[config.mk]
export PLATFORM = sky130hd
export DESIGN_NAME = axi_cmd_master
export DESIGN_NICKNAME = d
export VERILOG_FILES = /design/src/rtl/axi_cmd_master.sv
export SDC_FILE = /design/constraint.sdc
export NUM_CORES = 1
export LEC_CHECK = 0
export CORE_AREA = 3 3 122 124
export DETAILED_ROUTE_END_ITERATION = 7
export DIE_AREA = 0 0 125 127
export PLACE_DENSITY = 0.72
export SETUP_SLACK_MARGIN = 0.4
export SYNTH_ARGS = -nofsm -noshare
export SYNTH_HDL_FRONTEND = slang
export SYNTH_SLANG_ARGS = --single-unit
[constraint.sdc]
create_clock -name clk -period 2.35 [get_ports clk]
set_input_delay 0.47 -clock clk [delete_from_list [all_inputs] [get_ports clk]]
set_output_delay 0.47 -clock clk [all_outputs]
set_load 0.02 [all_outputs]
[src/rtl/axi_cmd_master.sv]
// axi_cmd_master: AXI4 initiator turning single commands into INCR bursts with streamed write/read beats and a done pulse
module axi_cmd_master #(
  parameter int DATA_WIDTH = 32,
  parameter int ADDR_WIDTH = 16,
  parameter int STRB_WIDTH = DATA_WIDTH / 8,
  parameter int ID_WIDTH = 8
) (
  input  logic                  clk,
  input  logic                  rst,
  input  logic                  cmd_valid,
  output logic                  cmd_ready,
  input  logic                  cmd_write,
  input  logic [ADDR_WIDTH-1:0] cmd_addr,
  input  logic [7:0]            cmd_len,
  input  logic [ID_WIDTH-1:0]   cmd_id,
  input  logic [DATA_WIDTH-1:0] wr_data,
  input  logic [STRB_WIDTH-1:0] wr_strb,
  input  logic                  wr_valid,
  output logic                  wr_ready,
  output logic [DATA_WIDTH-1:0] rd_data,
  output logic                  rd_last,
  output logic                  rd_valid,
  input  logic                  rd_ready,
  output logic                  done_valid,
  output logic                  done_write,
  output logic [ID_WIDTH-1:0]   done_id,
  output logic [1:0]            done_resp,
  output logic                  busy,
  output logic [ID_WIDTH-1:0]   m_axi_awid,
  output logic [ADDR_WIDTH-1:0] m_axi_awaddr,
  output logic [7:0]            m_axi_awlen,
  output logic [2:0]            m_axi_awsize,
  output logic [1:0]            m_axi_awburst,
  output logic                  m_axi_awlock,
  output logic [3:0]            m_axi_awcache,
  output logic [2:0]            m_axi_awprot,
  output logic                  m_axi_awvalid,
  input  logic                  m_axi_awready,
  output logic [DATA_WIDTH-1:0] m_axi_wdata,
  output logic [STRB_WIDTH-1:0] m_axi_wstrb,
  output logic                  m_axi_wlast,
  output logic                  m_axi_wvalid,
  input  logic                  m_axi_wready,
  input  logic [ID_WIDTH-1:0]   m_axi_bid,
  input  logic [1:0]            m_axi_bresp,
  input  logic                  m_axi_bvalid,
  output logic                  m_axi_bready,
  output logic [ID_WIDTH-1:0]   m_axi_arid,
  output logic [ADDR_WIDTH-1:0] m_axi_araddr,
  output logic [7:0]            m_axi_arlen,
  output logic [2:0]            m_axi_arsize,
  output logic [1:0]            m_axi_arburst,
  output logic                  m_axi_arlock,
  output logic [3:0]            m_axi_arcache,
  output logic [2:0]            m_axi_arprot,
  output logic                  m_axi_arvalid,
  input  logic                  m_axi_arready,
  input  logic [ID_WIDTH-1:0]   m_axi_rid,
  input  logic [DATA_WIDTH-1:0] m_axi_rdata,
  input  logic [1:0]            m_axi_rresp,
  input  logic                  m_axi_rlast,
  input  logic                  m_axi_rvalid,
  output logic                  m_axi_rready
);
  localparam int SIZE = $clog2(STRB_WIDTH);
  localparam logic [ADDR_WIDTH-1:0] ALIGN = ~ADDR_WIDTH'(STRB_WIDTH - 1);
  typedef enum logic [2:0] {IDLE, AW, W, B, AR, R, DONE} state_t;
  state_t state, state_nx;
  logic write_q;
  logic [ADDR_WIDTH-1:0] addr_q;
  logic [7:0] len_q, cnt;
  logic [ID_WIDTH-1:0] id_q;
  logic [1:0] resp_acc, r_resp;
  logic cmd_hs, w_hs, r_hs, last_cnt;
  logic unused_ids;
  assign unused_ids = ^{m_axi_bid, m_axi_rid};
  assign last_cnt = cnt == len_q;
  assign cmd_hs = cmd_valid && cmd_ready;
  assign w_hs = wr_valid && wr_ready;
  assign r_hs = rd_valid && rd_ready;
  assign r_resp = (m_axi_rlast != last_cnt) ? 2'b10 : (m_axi_rresp > resp_acc) ? m_axi_rresp : resp_acc;
  always_comb begin
    state_nx = state;
    case (state)
      IDLE: state_nx = cmd_hs ? (cmd_write ? AW : AR) : IDLE;
      AW: state_nx = m_axi_awready ? W : AW;
      W: state_nx = (w_hs && last_cnt) ? B : W;
      B: state_nx = m_axi_bvalid ? DONE : B;
      AR: state_nx = m_axi_arready ? R : AR;
      R: state_nx = (r_hs && (m_axi_rlast || last_cnt)) ? DONE : R;
      default: state_nx = IDLE;
    endcase
  end
  always_ff @(posedge clk) state <= rst ? IDLE : state_nx;
  always_ff @(posedge clk) begin
    if (cmd_hs) begin
      write_q <= cmd_write;
      addr_q <= cmd_addr & ALIGN;
      len_q <= cmd_len;
      id_q <= cmd_id;
      cnt <= '0;
      resp_acc <= '0;
    end
    if (w_hs || r_hs) cnt <= cnt + 8'd1;
    if (r_hs) resp_acc <= r_resp;
    if (state == B && m_axi_bvalid) resp_acc <= m_axi_bresp;
  end
  assign cmd_ready = state == IDLE && !rst;
  assign busy = state != IDLE;
  assign m_axi_awid = id_q;
  assign m_axi_awaddr = addr_q;
  assign m_axi_awlen = len_q;
  assign m_axi_awsize = 3'(SIZE);
  assign m_axi_awburst = 2'b01;
  assign m_axi_awlock = 1'b0;
  assign m_axi_awcache = 4'b0011;
  assign m_axi_awprot = 3'b000;
  assign m_axi_awvalid = state == AW;
  assign m_axi_wdata = wr_data;
  assign m_axi_wstrb = wr_strb;
  assign m_axi_wlast = last_cnt;
  assign m_axi_wvalid = state == W && wr_valid;
  assign wr_ready = state == W && m_axi_wready;
  assign m_axi_bready = state == B;
  assign m_axi_arid = id_q;
  assign m_axi_araddr = addr_q;
  assign m_axi_arlen = len_q;
  assign m_axi_arsize = 3'(SIZE);
  assign m_axi_arburst = 2'b01;
  assign m_axi_arlock = 1'b0;
  assign m_axi_arcache = 4'b0011;
  assign m_axi_arprot = 3'b000;
  assign m_axi_arvalid = state == AR;
  assign m_axi_rready = state == R && rd_ready;
  assign rd_valid = state == R && m_axi_rvalid;
  assign rd_data = m_axi_rdata;
  assign rd_last = m_axi_rlast;
  assign done_valid = state == DONE;
  assign done_write = write_q;
  assign done_id = id_q;
  assign done_resp = resp_acc;
endmodule

======== Yosys cells after proc, flatten, opt, wreduce, memory -nomap -nowiden ========
Cells that the tools add are included.
storage, ports and cells
  flip-flop bits (word level) ............. 44
  input bits .............................. 132
  output and inout port bits .............. 181
operators by class
  add/sub/neg operators ................... 1
  order comparisons ....................... 1
  eq/ne operators ......................... 9
  multiplexer cells ....................... 15
  reduce and logical (&&, ||, !) cells .... 19
operator list
  cell                                                    count
  case mux 3 bit (6 select lines)                         1
  2-to-1 mux 8 bit                                        2
  2-to-1 mux 2 bit                                        7
  logical AND 1 bit                                       11
  == test 3 bit (second input constant)                   3
  2-to-1 mux 3 bit                                        3
  adder 8 x 1 -> 8 bit (second input constant)            1
  == test 8 bit                                           1
  == test 3 x 2 -> 1 bit (second input constant)          2
  nonzero test 3 bit                                      2
  inequality test 4 x 1 -> 1 bit (second input constant)  1
  == test 3 x 1 -> 1 bit (second input constant)          1
  zero test 3 bit                                         1
  greater-than comparator 2 bit                           1
  logical OR 1 bit                                        2
  2-to-1 mux 1 bit                                        2
  AND reduction 2 bit                                     1
  nonzero test 2 bit                                      1
  zero test 1 bit                                         1
  inequality test 1 bit                                   1

======== Logic depth before layout (Yosys ltp) ========
  depth in word-level cells ............... 6
  mapped depth ............................ 8

======== Worst setup path after synthesis ========
No wires, ideal clock.
  kind .................................... register to register
  start ................................... register len_q[1] (netlist: m_axi_arlen[1])
  end ..................................... register resp_acc[0] (netlist: done_resp[0]) (enable)
  setup time .............................. 0.253 ns
  arrival time ............................ 1.766 ns
  data required time ...................... 2.097 ns
  path slack .............................. 0.331 ns
  cell stages (with the launch flop) ...... 8
  clock period less this slack ............ 2.019 ns
  path through ............................ edfxtp_1 xor2_1 nor4_1 nand2_1 ha_1 inv_1 nand2_1 a211o_1
between the ends
  word-level cells in the longest chain between the ends .. 4
RTL lines
  item                                      RTL line  text
  from (decl)                               71        logic [7:0] len_q, cnt;
  from (signal assigned)                    99        len_q <= cmd_len;
  == test 8 bit                             77        assign last_cnt = cnt == len_q;
  inequality test 1 bit                     81        assign r_resp = (m_axi_rlast != last_cnt) ? 2'b10 : (m_axi_rresp > resp_acc) ? m_axi_rresp : resp_acc;
  inequality test 4 x 1 -> 1 bit (no line)  n/a
  AND reduction 2 bit (no line)             n/a
  to (signal assigned)                      105       if (r_hs) resp_acc <= r_resp;
  to (signal assigned)                      106       if (state == B && m_axi_bvalid) resp_acc <= m_axi_bresp;
  to (decl)                                 73        logic [1:0] resp_acc, r_resp;
Every way passes these cells.
A chain may end at the register's enable or synchronous reset.

======== Final worst setup path ========
  start ................................... register cnt[6]
  end ..................................... register resp_acc[0] (netlist: done_resp[0]), data pin
between the ends
  word-level cells in the longest chain between the ends .. 5
RTL lines
  item                    RTL line  text
  from (decl)             71
  from (signal assigned)  104       if (w_hs || r_hs) cnt <= cnt + 8'd1;
  == test 8 bit           77
  inequality test 1 bit   81
  2-to-1 mux 2 bit        81
  2-to-1 mux 2 bit        105
  2-to-1 mux 2 bit        106
Every way passes these cells.

==> results.cfg <==
[route]
drc = 0
dr.pass1.iters = 4
vias = 1823
post_drt_via_cell_ratio = 3.705
dr.first_iter.drc_count = 53
wire_per_inst_microns = 14.68
routed_wl_mm = 7.222
ant_nets = 0

[pwr]
cellLeakagePower_nw = 1.498
ir_worst_vdd_v = 0.0002368
cellPowerDensity_mw_per_mm2 = 543.7

[cells_and_area]
seqCellArea_sq_mm = 0.001303
area_delta_synth_final_pct = 29.33
fin_nets = 447
diodes = 0
nFillCells = 1451
multi_input_area_sq_um = 742.0
drive_gt1_share_pct = 16.35
final_cells = 492

[logic_synthesis]
netlist_area_sq_mm = 0.002969
synthMuxAreaShare_pct = 0.3371
ys_seq_area_share_pct = 43.49
synth_enable_flop_cells = 41
synth_top_family_by_area = buffers and inverters
synthXorXnorAreaFrac_pct = 4.130
yosysWarnings = 0
yosys.area_share.simple_pct = 11.00
synth-seq-cells = 44
netlist-cell-type-count = 40
async_flop_share_pct = 0
synth_top_flop_cell = edfxtp_1
synth_adder_area_share_pct = 1.686
syn_inst = 273
avgSynthCellArea_sq_um = 10.88
synth_compound_area_share_pct = 2.571

[timing]
finClkSkew_ns = 0.006026
slew_violations = 0
hold_viol_final = 0
period_needed_ns = 2.185
setup_viol = 0
finalCritPeriodShare_pct = 92.97
rsz0062_at_grt = yes
fmax_mhz = 457.7
fin_tns_setup_ns = 0

[clock_tree]
cts_made_buffers = 5
cts.sinks = 44
h-tree-depth = 2
worst_skew_pair.late_latency_ns = 0.29
clock_path_buffers = 2
root_buffer = clkbuf_16
cts_tree = yes
cts_hold_buf = 0
clk_pin_slew_ns = 0.06

[setup_path]
cp_max_fo = 2
critPathTopFamily = flip-flops
critPathKind = reg2reg
crit_top_cell = buf_4
rrSetupSlack_ns = 0.17
critical_path.endpoint_type = flop
worst_ep_arrival_time_ns = 2.22
cp_cell_sequence = xor2_2 > nor4_4 > nand2_1 > buf_4 > buf_6 > ha_4 > inv_2 > buf_4 > a32o_1
cp_num_buf_inv = 4
cp_slowest_cell = edfxtp_1
start_kind = flop
critPathRequiredTime_ns = 2.39
slowest_delay_ns = 0.42

[grt]
grt-ovfl-total = 0
grt_pass1_wl_mm = 10.43
antenna_found_initial = 0
track_usage_pct = 8.497
grt_max_degree = 19
grt_pass1_vias = 1797

[die]
die-area_sq_mm = 0.01588
core_area_sq_mm = 0.01388
rows = 43
ios = 313
die_x_microns = 125
start_util_pct = 21.39
die_y_microns = 127

[place]
gp_congestion = 0.7320
port_buffers = 128
numPlacedInstances = 476
dp.final_hpwl_mm = 5.911

[run]
maxCapViolCount = 0

[status]
status = completed

[min_path]
min_path_type = reg2reg
routing by layer:
layer | GRT usage (%) | share of wire, %
met1 | 8.511 | 34
met2 | 15.50 | 52
met3 | 4.808 | 13
met4 | 1.722 | 0.86
met5 | 0 | 0
synth_stat cells (2+ instances only):
cell type  count  area (sq um)
nor2b_2        2         17.52
xor2_1        13         113.9
nor2_2         7         43.79
conb_1         2         7.510
dfxtp_1        3         60.06
nand3_1        6         30.03
edfxtp_1      41          1231
inv_1          5         18.77
nor2b_1        3         18.77
buf_6          2         22.52
o211ai_1       2         15.01
nor2_1         3         11.26
ha_1           4         50.05
nand2_1        9         33.78
a21oi_1        3         15.01
and3_1         5         31.28
buf_4        138          1036
nand2_2        2         12.51
nor4_1         2         12.51
final timing paths:
| kind | start | endpoint | cells past startpoint |
|---|---|---|---|
| worst max-delay path | cnt[6]$_SDFFCE_PN0P_ | done_resp[0]$_DFFE_PP_ | 9 |
| worst min-delay path | state[2]$_SDFF_PP0_ | state[2]$_SDFF_PP0_ | 1 |
| worst max register to register | cnt[6]$_SDFFCE_PN0P_ | done_resp[0]$_DFFE_PP_ | 9 |
| worst min register to register | state[2]$_SDFF_PP0_ | state[2]$_SDFF_PP0_ | 1 |
power breakdown:
| group | total, mW | internal (mW) | switching (mW) |
|---|---|---|---|
| Combinational | 0.462 | 0.226 | 0.236 |
| Clock | 0.683 | 0.392 | 0.291 |
| Sequential | 0.943 | 0.905 | 0.0379 |
| Total | 2.09 | 1.52 | 0.565 |
flip-flops by register name, summed over array words and instances, names as in the netlist:
name and flops:
cnt 8, m_axi_araddr 14, m_axi_arlen 8, done_id 8, state 3, done_write 1, done_resp 2
cells by family (layout without fill, tap and decap cells):
kind of cell	after synthesis	in the layout
AOI/OAI and AO/OA	11	11
xor gates and xnor gates	14	14
adders and majority gates	4	4
buffers and inverters	147	158
DFF	44	44
muxes	1	1
other	2	30
and+or+nand+nor	50	50
cells in the final DEF, fill, tap and decap left out, types with 5 or more instances in the layout:
cell,count
and3_1,5
edfxtp_1,41
dlygate4sd2_1,6
nand2_1,8
buf_4,13
conb_1,30
clkdlybuf4s50_1,112
nor2_2,7
nand3_1,6
clkbuf_16,5
xor2_1,12
stage by stage:
stage          util (%)  hold WS (ns)  instance area (sq um)  setup slack (ns)  total power, mW
2_1_floorplan         -        0.5391                   3074            0.3708            1.409
3_3_place_gp      25.96        0.6204                   3603           0.04277            1.406
3_5_place_dp      25.96        0.6292                   3603           0.01419            1.416
4_1_cts           27.38        0.5908                   3801            0.1433            2.123
5_1_grt           27.66        0.6062                   3840           0.06576            2.190
6_report          27.66        0.5947                   3840            0.1651            2.088
what timing repair did:
action,CTS,global route
cloned,0,0
hold endpoints to repair,0,0
pin swaps,5,5
endpoints found under the setup margin,18,16
gates resized for setup,30,17
buffers inserted,5,3
layout make-up:
cell class | instances | area share [%]
clock buffer | 7 | 3.454
clock inverter | 1 | 0.09775
inverter | 6 | 0.5865
multi-input combinational | 110 | 19.32
sequential | 44 | 33.92
tap | 180 | 5.865
timing repair buffer | 144 | 36.75
(Power assumes the default switching activity.)
